File: config.mk
export PLATFORM = sky130hd
export DESIGN_NAME = dm_cache_ctrl
export DESIGN_NICKNAME = d
export VERILOG_FILES = /design/src/rtl/dm_cache_ctrl.sv
export SDC_FILE = /design/constraint.sdc
export NUM_CORES = 1
export LEC_CHECK = 0
export BUFFER_PORTS_ARGS = -buffer_cell sky130_fd_sc_hd__buf_2
export CAP_MARGIN = 20
export CORE_AREA = 2 2 280 282
export DETAILED_ROUTE_END_ITERATION = 7
export DIE_AREA = 0 0 282 284
export HOLD_SLACK_MARGIN = 0.05
export SLEW_MARGIN = 20
export SYNTH_ARGS = -nofsm -noshare
export SYNTH_HDL_FRONTEND = slang
export SYNTH_SLANG_ARGS = --single-unit
File: constraint.sdc
create_clock -name clk -period 7.5 [get_ports clk]
set_clock_uncertainty 0.1 [all_clocks]
set_input_delay 1.125 -clock clk [delete_from_list [all_inputs] [get_ports clk]]
set_output_delay 1.125 -clock clk [all_outputs]
set_load 0.01 [all_outputs]
File: src/rtl/dm_cache_ctrl.sv
`default_nettype none
// ============================================================================
// Module      : dm_cache_ctrl
// Description : Blocking write-back, write-allocate controller for a
//               direct-mapped cache. It drives single-port tag/data arrays and
//               moves whole lines to/from main memory over valid/ready.
// Revision    : 1.0 - initial release
// ============================================================================
module dm_cache_ctrl #(
    parameter int ADDR_W   = 32,
    parameter int INDEX_W  = 10,
    parameter int OFFSET_W = 4,
    parameter int LINE_W   = 128
) (
    input  logic                                 clk,
    input  logic                                 rst,
    // CPU side
    input  logic [ADDR_W-1:0]                    cpu_addr_i,
    input  logic [31:0]                          cpu_wdata_i,
    input  logic                                 cpu_rw_i,
    input  logic                                 cpu_valid_i,
    output logic [31:0]                          cpu_rdata_o,
    output logic                                 cpu_ready_o,
    // Memory side
    output logic [ADDR_W-1:0]                    mem_addr_o,
    output logic [LINE_W-1:0]                    mem_wdata_o,
    output logic                                 mem_rw_o,
    output logic                                 mem_valid_o,
    input  logic [LINE_W-1:0]                    mem_rdata_i,
    input  logic                                 mem_ready_i,
    // Tag array
    output logic [INDEX_W-1:0]                   tag_index_o,
    output logic                                 tag_we_o,
    output logic [(ADDR_W-INDEX_W-OFFSET_W)+1:0] tag_wdata_o,
    input  logic [(ADDR_W-INDEX_W-OFFSET_W)+1:0] tag_rdata_i,
    // Data array
    output logic [INDEX_W-1:0]                   data_index_o,
    output logic                                 data_we_o,
    output logic [LINE_W-1:0]                    data_wdata_o,
    input  logic [LINE_W-1:0]                    data_rdata_i
);

    localparam int TAG_W = ADDR_W - INDEX_W - OFFSET_W;
    localparam int POS_W = $clog2(LINE_W);

    typedef enum logic [1:0] {
        S_IDLE       = 2'd0,
        S_COMPARE    = 2'd1,
        S_WRITE_BACK = 2'd2,
        S_ALLOCATE   = 2'd3
    } state_t;

    state_t              state_q, state_d;
    logic [ADDR_W-1:0]   addr_q, addr_d;
    logic [31:0]         wdata_q, wdata_d;
    logic                rw_q, rw_d;
    logic [ADDR_W-1:0]   victim_q, victim_d;
    // Forces one idle memory cycle between a write-back and the fill request.
    logic                gap_q, gap_d;

    logic [INDEX_W-1:0]  w_index;
    logic [TAG_W-1:0]    w_req_tag;
    logic [POS_W-1:0]    w_bitpos;
    logic                w_hit;
    logic                w_dirty_victim;
    logic [LINE_W-1:0]   w_merged;
    logic                w_unused;

    assign w_index        = addr_q[OFFSET_W+INDEX_W-1:OFFSET_W];
    assign w_req_tag      = addr_q[ADDR_W-1:ADDR_W-TAG_W];
    assign w_bitpos       = {addr_q[OFFSET_W-1:2], 5'b0};
    assign w_hit          = tag_rdata_i[TAG_W+1] && (tag_rdata_i[TAG_W-1:0] == w_req_tag);
    assign w_dirty_victim = tag_rdata_i[TAG_W+1] && tag_rdata_i[TAG_W];
    // Byte-lane bits of the CPU address carry no meaning for word accesses.
    assign w_unused       = ^addr_q[1:0];

    // Current line with the selected word replaced by the store data.
    always_comb begin
        w_merged                 = data_rdata_i;
        w_merged[w_bitpos +: 32] = wdata_q;
    end

    // State and request registers; asynchronous reset clears everything.
    always_ff @(posedge clk or posedge rst) begin
        if (rst) begin
            state_q  <= S_IDLE;
            addr_q   <= '0;
            wdata_q  <= '0;
            rw_q     <= 1'b0;
            victim_q <= '0;
            gap_q    <= 1'b0;
        end else begin
            state_q  <= state_d;
            addr_q   <= addr_d;
            wdata_q  <= wdata_d;
            rw_q     <= rw_d;
            victim_q <= victim_d;
            gap_q    <= gap_d;
        end
    end

    // Next-state and output decode.
    always_comb begin
        state_d      = state_q;
        addr_d       = addr_q;
        wdata_d      = wdata_q;
        rw_d         = rw_q;
        victim_d     = victim_q;
        gap_d        = gap_q;
        cpu_rdata_o  = '0;
        cpu_ready_o  = 1'b0;
        mem_addr_o   = '0;
        mem_wdata_o  = '0;
        mem_rw_o     = 1'b0;
        mem_valid_o  = 1'b0;
        tag_index_o  = w_index;
        tag_we_o     = 1'b0;
        tag_wdata_o  = '0;
        data_index_o = w_index;
        data_we_o    = 1'b0;
        data_wdata_o = '0;

        case (state_q)
            S_IDLE: begin
                if (cpu_valid_i) begin
                    addr_d  = cpu_addr_i;
                    wdata_d = cpu_wdata_i;
                    rw_d    = cpu_rw_i;
                    state_d = S_COMPARE;
                end
            end
            S_COMPARE: begin
                if (w_hit) begin
                    cpu_ready_o = 1'b1;
                    if (rw_q) begin
                        data_we_o    = 1'b1;
                        data_wdata_o = w_merged;
                        tag_we_o     = 1'b1;
                        tag_wdata_o  = {1'b1, 1'b1, w_req_tag};
                    end else begin
                        cpu_rdata_o = data_rdata_i[w_bitpos +: 32];
                    end
                    state_d = S_IDLE;
                end else if (w_dirty_victim) begin
                    victim_d = {tag_rdata_i[TAG_W-1:0], w_index, {OFFSET_W{1'b0}}};
                    state_d  = S_WRITE_BACK;
                end else begin
                    gap_d   = 1'b0;
                    state_d = S_ALLOCATE;
                end
            end
            S_WRITE_BACK: begin
                mem_valid_o = 1'b1;
                mem_rw_o    = 1'b1;
                mem_addr_o  = victim_q;
                mem_wdata_o = data_rdata_i;
                if (mem_ready_i) begin
                    gap_d   = 1'b1;
                    state_d = S_ALLOCATE;
                end
            end
            S_ALLOCATE: begin
                if (gap_q) begin
                    gap_d = 1'b0;
                end else begin
                    mem_valid_o = 1'b1;
                    mem_addr_o  = {w_req_tag, w_index, {OFFSET_W{1'b0}}};
                    if (mem_ready_i) begin
                        data_we_o    = 1'b1;
                        data_wdata_o = mem_rdata_i;
                        tag_we_o     = 1'b1;
                        tag_wdata_o  = {1'b1, 1'b0, w_req_tag};
                        state_d      = S_COMPARE;
                    end
                end
            end
            default: state_d = S_IDLE;
        endcase
    end

endmodule
`default_nettype wire

## Yosys cells after proc, flatten, opt, wreduce, memory -nomap -nowiden

Cells that the tools add are included.

| word-level totals | value |
|---|---|
| flip-flop bits (word level) | 96 |
| output and inout bits | 365 |
| input port bits | 345 |
| word-level logic and storage cells | 67 |

| cells by class | value |
|---|---|
| add/subtract/negate cells | 1 |
| reductions and logical operators | 8 |
| mux-type cells | 38 |
| bitwise logic cells | 1 |
| shifts and indexed selects | 3 |
| eq/ne operators | 10 |

Operator list:

| cell | number |
|---|---|
| two-way mux 128 bit | 5 |
| case mux 128 bit (2 select lines) | 1 |
| bitwise mux 128 bit | 1 |
| two-way mux 32 bit | 4 |
| variable shift 32 x 9 -> 128 bit (first input constant) | 1 |
| indexed part select 128 x 8 -> 32 bit | 1 |
| indexed part select 32 x 9 -> 128 bit | 1 |
| two-way mux 20 bit | 4 |
| case mux 32 bit (2 select lines) | 1 |
| case mux 20 bit (2 select lines) | 1 |
| equality test 18 bit | 1 |
| two-way mux 1 bit | 12 |
| inequality test 2 bit (second input constant) | 6 |
| two-way mux 2 bit | 5 |
| negation 7 -> 9 bit | 1 |
| case mux 2 bit (4 select lines) | 1 |
| AND reduction 4 bit | 2 |
| equality test 2 bit (second input constant) | 2 |
| case mux 1 bit (2 select lines) | 2 |
| case mux 1 bit (3 select lines) | 1 |
| AND reduction 3 bit | 1 |
| nonzero test 3 bit | 1 |
| equality test 2 x 1 -> 1 bit (second input constant) | 1 |
| logical AND 1 bit | 2 |
| 3 further kinds | 3 |

## Logic depth before layout (Yosys ltp)

| depth | value |
|---|---|
| depth after elaboration | 6 |
| depth in mapped cells | 11 |
| mapped depth without buffers | 7 |

## Worst setup path before layout

OpenSTA, ideal clock, no wires.

| timing path | value |
|---|---|
| path type | register to output |
| start | reg addr_q[2] |
| end | out data_wdata_o[32] |
| data required time | 6,275 ps |
| slack | 3,577 ps |
| data arrival time | 2,698 ps |
| path buffers | 5 |
| cell stages (with the launch flop) | 12 |
| cell sequence | dfrtp_1 > buf_2 > buf_2 > buf_2 > inv_1 > ha_1 > nor2b_1 > and3_1 > buf_2 > clkbuf_1 > a21oi_1 > o21ai_1 |

| between the ends | value |
|---|---|
| word-level cells in the longest chain between the ends | 6 |
| elaborated cells between the ends (all ways) | 7 |
| those cells by class | 1 x add/sub; 2 x shift; 4 x mux |

RTL lines:

| item | RTL line | source |
|---|---|---|
| start, declared | 54 | `logic [ADDR_W-1:0] addr_q, addr_d;` |
| start signal, assigned | 94 | `addr_q <= addr_d;` |
| negation 7 -> 9 bit * | 80 | `w_merged[w_bitpos +: 32] = wdata_q;` |
| indexed part select 32 x 9 -> 128 bit / variable shift 32 x 9 -> 128 bit (equally long branches) | 80 |  |
| bitwise mux 128 bit * | 80 |  |
| two-way mux 128 bit * | 135 | `if (rw_q) begin` |
| two-way mux 128 bit * | 133 | `if (w_hit) begin` |
| case mux 128 bit (2 select lines) * | 123 | `case (state_q)` |
| end, declared | 39 | `output logic [LINE_W-1:0] data_wdata_o,` |

Mark *: on every way between the ends. The rest lies on a longest branch, timed or not.

## Worst setup path after layout

| timing path | value |
|---|---|
| start | reg addr_q[3] |
| end | out data_wdata_o[59] |

The elaborated chain is that of the path after synthesis.

==> results.json <==
{
  "start_util": 0.121,
  "wl_per_cell_um": 24.4,
  "clkLatencyLatePin_ns": 0.39,
  "crit_type": "flip-flop to output port",
  "synthFlopType": "dfrtp_1",
  "path_clk_slew_ns": 0.10,
  "grt_pass1_wl_um": 90200,
  "avgSynthCellArea_um2": 8.14,
  "maxSlewHeadroom": 0.278,
  "dr_total_vias": 11600,
  "cts_setup_buffers": 0,
  "min_period_over_period": 0.657,
  "wl_um": 68800,
  "period_needed_ns": 4.93,
  "timing.setup.tns_ns": 0,
  "grt_max_degree": 144,
  "grt_pass1_vias": 11000,
  "drv_slew": 0,
  "seq_area_frac_synth": 0.252,
  "vias_per_cell": 4.10,
  "clock_tree.root_cell": "clkbuf_16",
  "rsz0062_at_grt": "false",
  "die_area_mm2": 0.0801,
  "fin_nets": 2119,
  "tightestPinTransition_ns": 1.08,
  "worstHoldPathType": "flip-flop to flip-flop",
  "syn_inst": 1149,
  "end_kind": "output port",
  "ir_drop_mv": 0.158,
  "maxCapViolations": 0,
  "p_per_area_mw_per_mm2": 312,
  "p_leak_uw": 0.00701,
  "fp.coreArea_mm2": 0.0770,
  "cts_tree": "yes",
  "drtIter0Drc": 728,
  "stdcell_area_mm2": 0.0142,
  "grt_usage": 0.163,
  "drc": 0,
  "dr.pass1.iters": 5,
  "placed_cell_area_mm2": 0.0139,
  "antenna_left": 0,
  "portBuffers": 703,
  "status": "finished, final reports clean",
  "ctsHtreeMaxLevel": 3,
  "areaGrowthSynthToFinish_pct": 51.7,
  "synthArstFlopShare": 1.00,
  "synth_edf_count": 0,
  "die_width_um": 282,
  "grt-ovfl-total": 0,
  "layout-drive-gt1-share": 0.497,
  "synth_warnings": 0,
  "clock-sinks": 94,
  "critPathMaxFanout": 19,
  "synth-seq-cells": 94,
  "dp_hpwl_um": 53900,
  "setup-violations-final": 0,
  "synth_area_mm2": 0.00935,
  "ys_types": 42,
  "arrival_ns": 3.70,
  "cts_buffer_depth": 2,
  "fmax_mhz": 203,
  "antenna_found_initial": 24,
  "floorplan.rows": 102,
  "cp.required_ns": 6.27,
  "io_pins": 710,
  "fp.dieH_um": 284,
  "place.gp.congestion": 0.898,
  "cts_hold_buf": 0,
  "cts_resized": 0,
  "cts_buffers": 9,
  "start_kind": "flip-flop",
  "finalHoldViolCount": 0
}
-- registers in the layout, indices dropped and copies added, names as in the netlist --
| name | cells |
|---|---|
| gap_q | 1 |
| state_q | 2 |
| wdata_q | 32 |
| victim_q | 28 |
| rw_q | 1 |
| addr_q | 30 |
-- stage by stage --
step,hold slack [ns],worst slack [ns],instances,utilization,power [µW]
after floorplan,0.366,3.58,1152,-,2680
after global placement,0.375,2.73,2793,0.180,3860
after detailed placement,0.382,2.69,2794,0.180,3900
after CTS,0.406,2.41,2810,0.184,4470
after global routing,0.418,2.30,2815,0.184,4690
final,0.406,2.57,2821,0.184,4420
-- worst max-delay path, stage by stage (launching register included) --
cell and delay, ns:
dfrtp_4 0.70, inv_1 0.16, ha_2 0.42, nor2b_1 0.29
and3_2 0.75, buf_4 0.42, a21oi_1 0.21, o21ai_1 0.16
buf_2 0.16
-- logic make-up (layout without fill, tap and decap cells) --
group / Yosys count / in the layout / synth area share
AND/OR/NAND/NOR: 458 / 458 / 0.269
XOR/XNOR: 18 / 18 / 0.0169
adder cells (fa/ha/maj): 9 / 9 / 0.0120
multiplexers: 125 / 125 / 0.197
AO/OA/AOI/OAI: 313 / 313 / 0.187
flip-flops: 94 / 94 / 0.252
other: 1 / 15 / 0.000401
buffers and inverters: 131 / 749 / 0.0666
-- path summary, 6_finish.rpt --
check                                   from               end  slack [ns]  depth (start not counted)
worst max-delay path               addr_q[3]  data_wdata_o[59]        2.57                          8
worst min-delay path            victim_q[28]      victim_q[28]        0.41                          1
worst max register to register    addr_q[16]      victim_q[24]        4.34                          5
worst min register to register  victim_q[28]      victim_q[28]        0.41                          1
max in group asynchronous                rst         addr_q[3]        5.08                          3
min in group asynchronous                rst       wdata_q[20]        0.71                          2
-- area by class of cell --
type	count	area [µm²]
fillers	8784	62800
multi-input cells	927	6450
repair buffers	726	3720
flip-flops and latches	94	2360
well taps	1040	1300
clock buffers	9	225
clock inverters	7	67.6
inverters	7	28.8
diodes	11	27.5
-- metal layers --
metal | routed length [µm] | vias up | global-route usage
li1 | - | 5156 | -
met1 | 28700 | 5532 | 0.205
met2 | 30600 | 750 | 0.255
met3 | 7330 | 107 | 0.0606
met4 | 2000 | 12 | 0.0532
met5 | 82 | - | 0
-- power by group --
part           switching, µW  internal, µW  leakage, µW
combinational           1570          1140      0.00575
sequential               408           767      0.00112
clock                    300           236     0.000145
total                   2280          2150      0.00701
-- Yosys cell counts, types with 15 or more instances --
master | n | area [µm²]
a21oi_1 | 127 | 636
and2_1 | 130 | 813
mux2_2 | 64 | 721
nand2_1 | 136 | 510
o21ai_1 | 118 | 591
nor2b_1 | 162 | 1010
dfrtp_1 | 94 | 2350
buf_4 | 26 | 195
xnor2_1 | 15 | 131
mux2_4 | 20 | 300
mux4_2 | 32 | 721
clkbuf_1 | 85 | 319
a22o_1 | 28 | 245
-- cells in the final DEF (no fill, tap or decap), drive strengths merged, types with 5 or more instances in the layout --
| cell | instances |
|---|---|
| a21boi | 18 |
| a21oi | 127 |
| a22o | 28 |
| and2 | 130 |
| buf | 726 |
| clkbuf | 9 |
| dfrtp | 94 |
| diode | 11 |
| ha | 9 |
| inv | 10 |
| mux2 | 92 |
| mux4 | 32 |
| nand2 | 136 |
| nand3 | 5 |
| nand4 | 5 |
| nor2 | 11 |
| nor2b | 162 |
| o21ai | 132 |
| xnor2 | 15 |
Power figures use the tool's default switching activity.
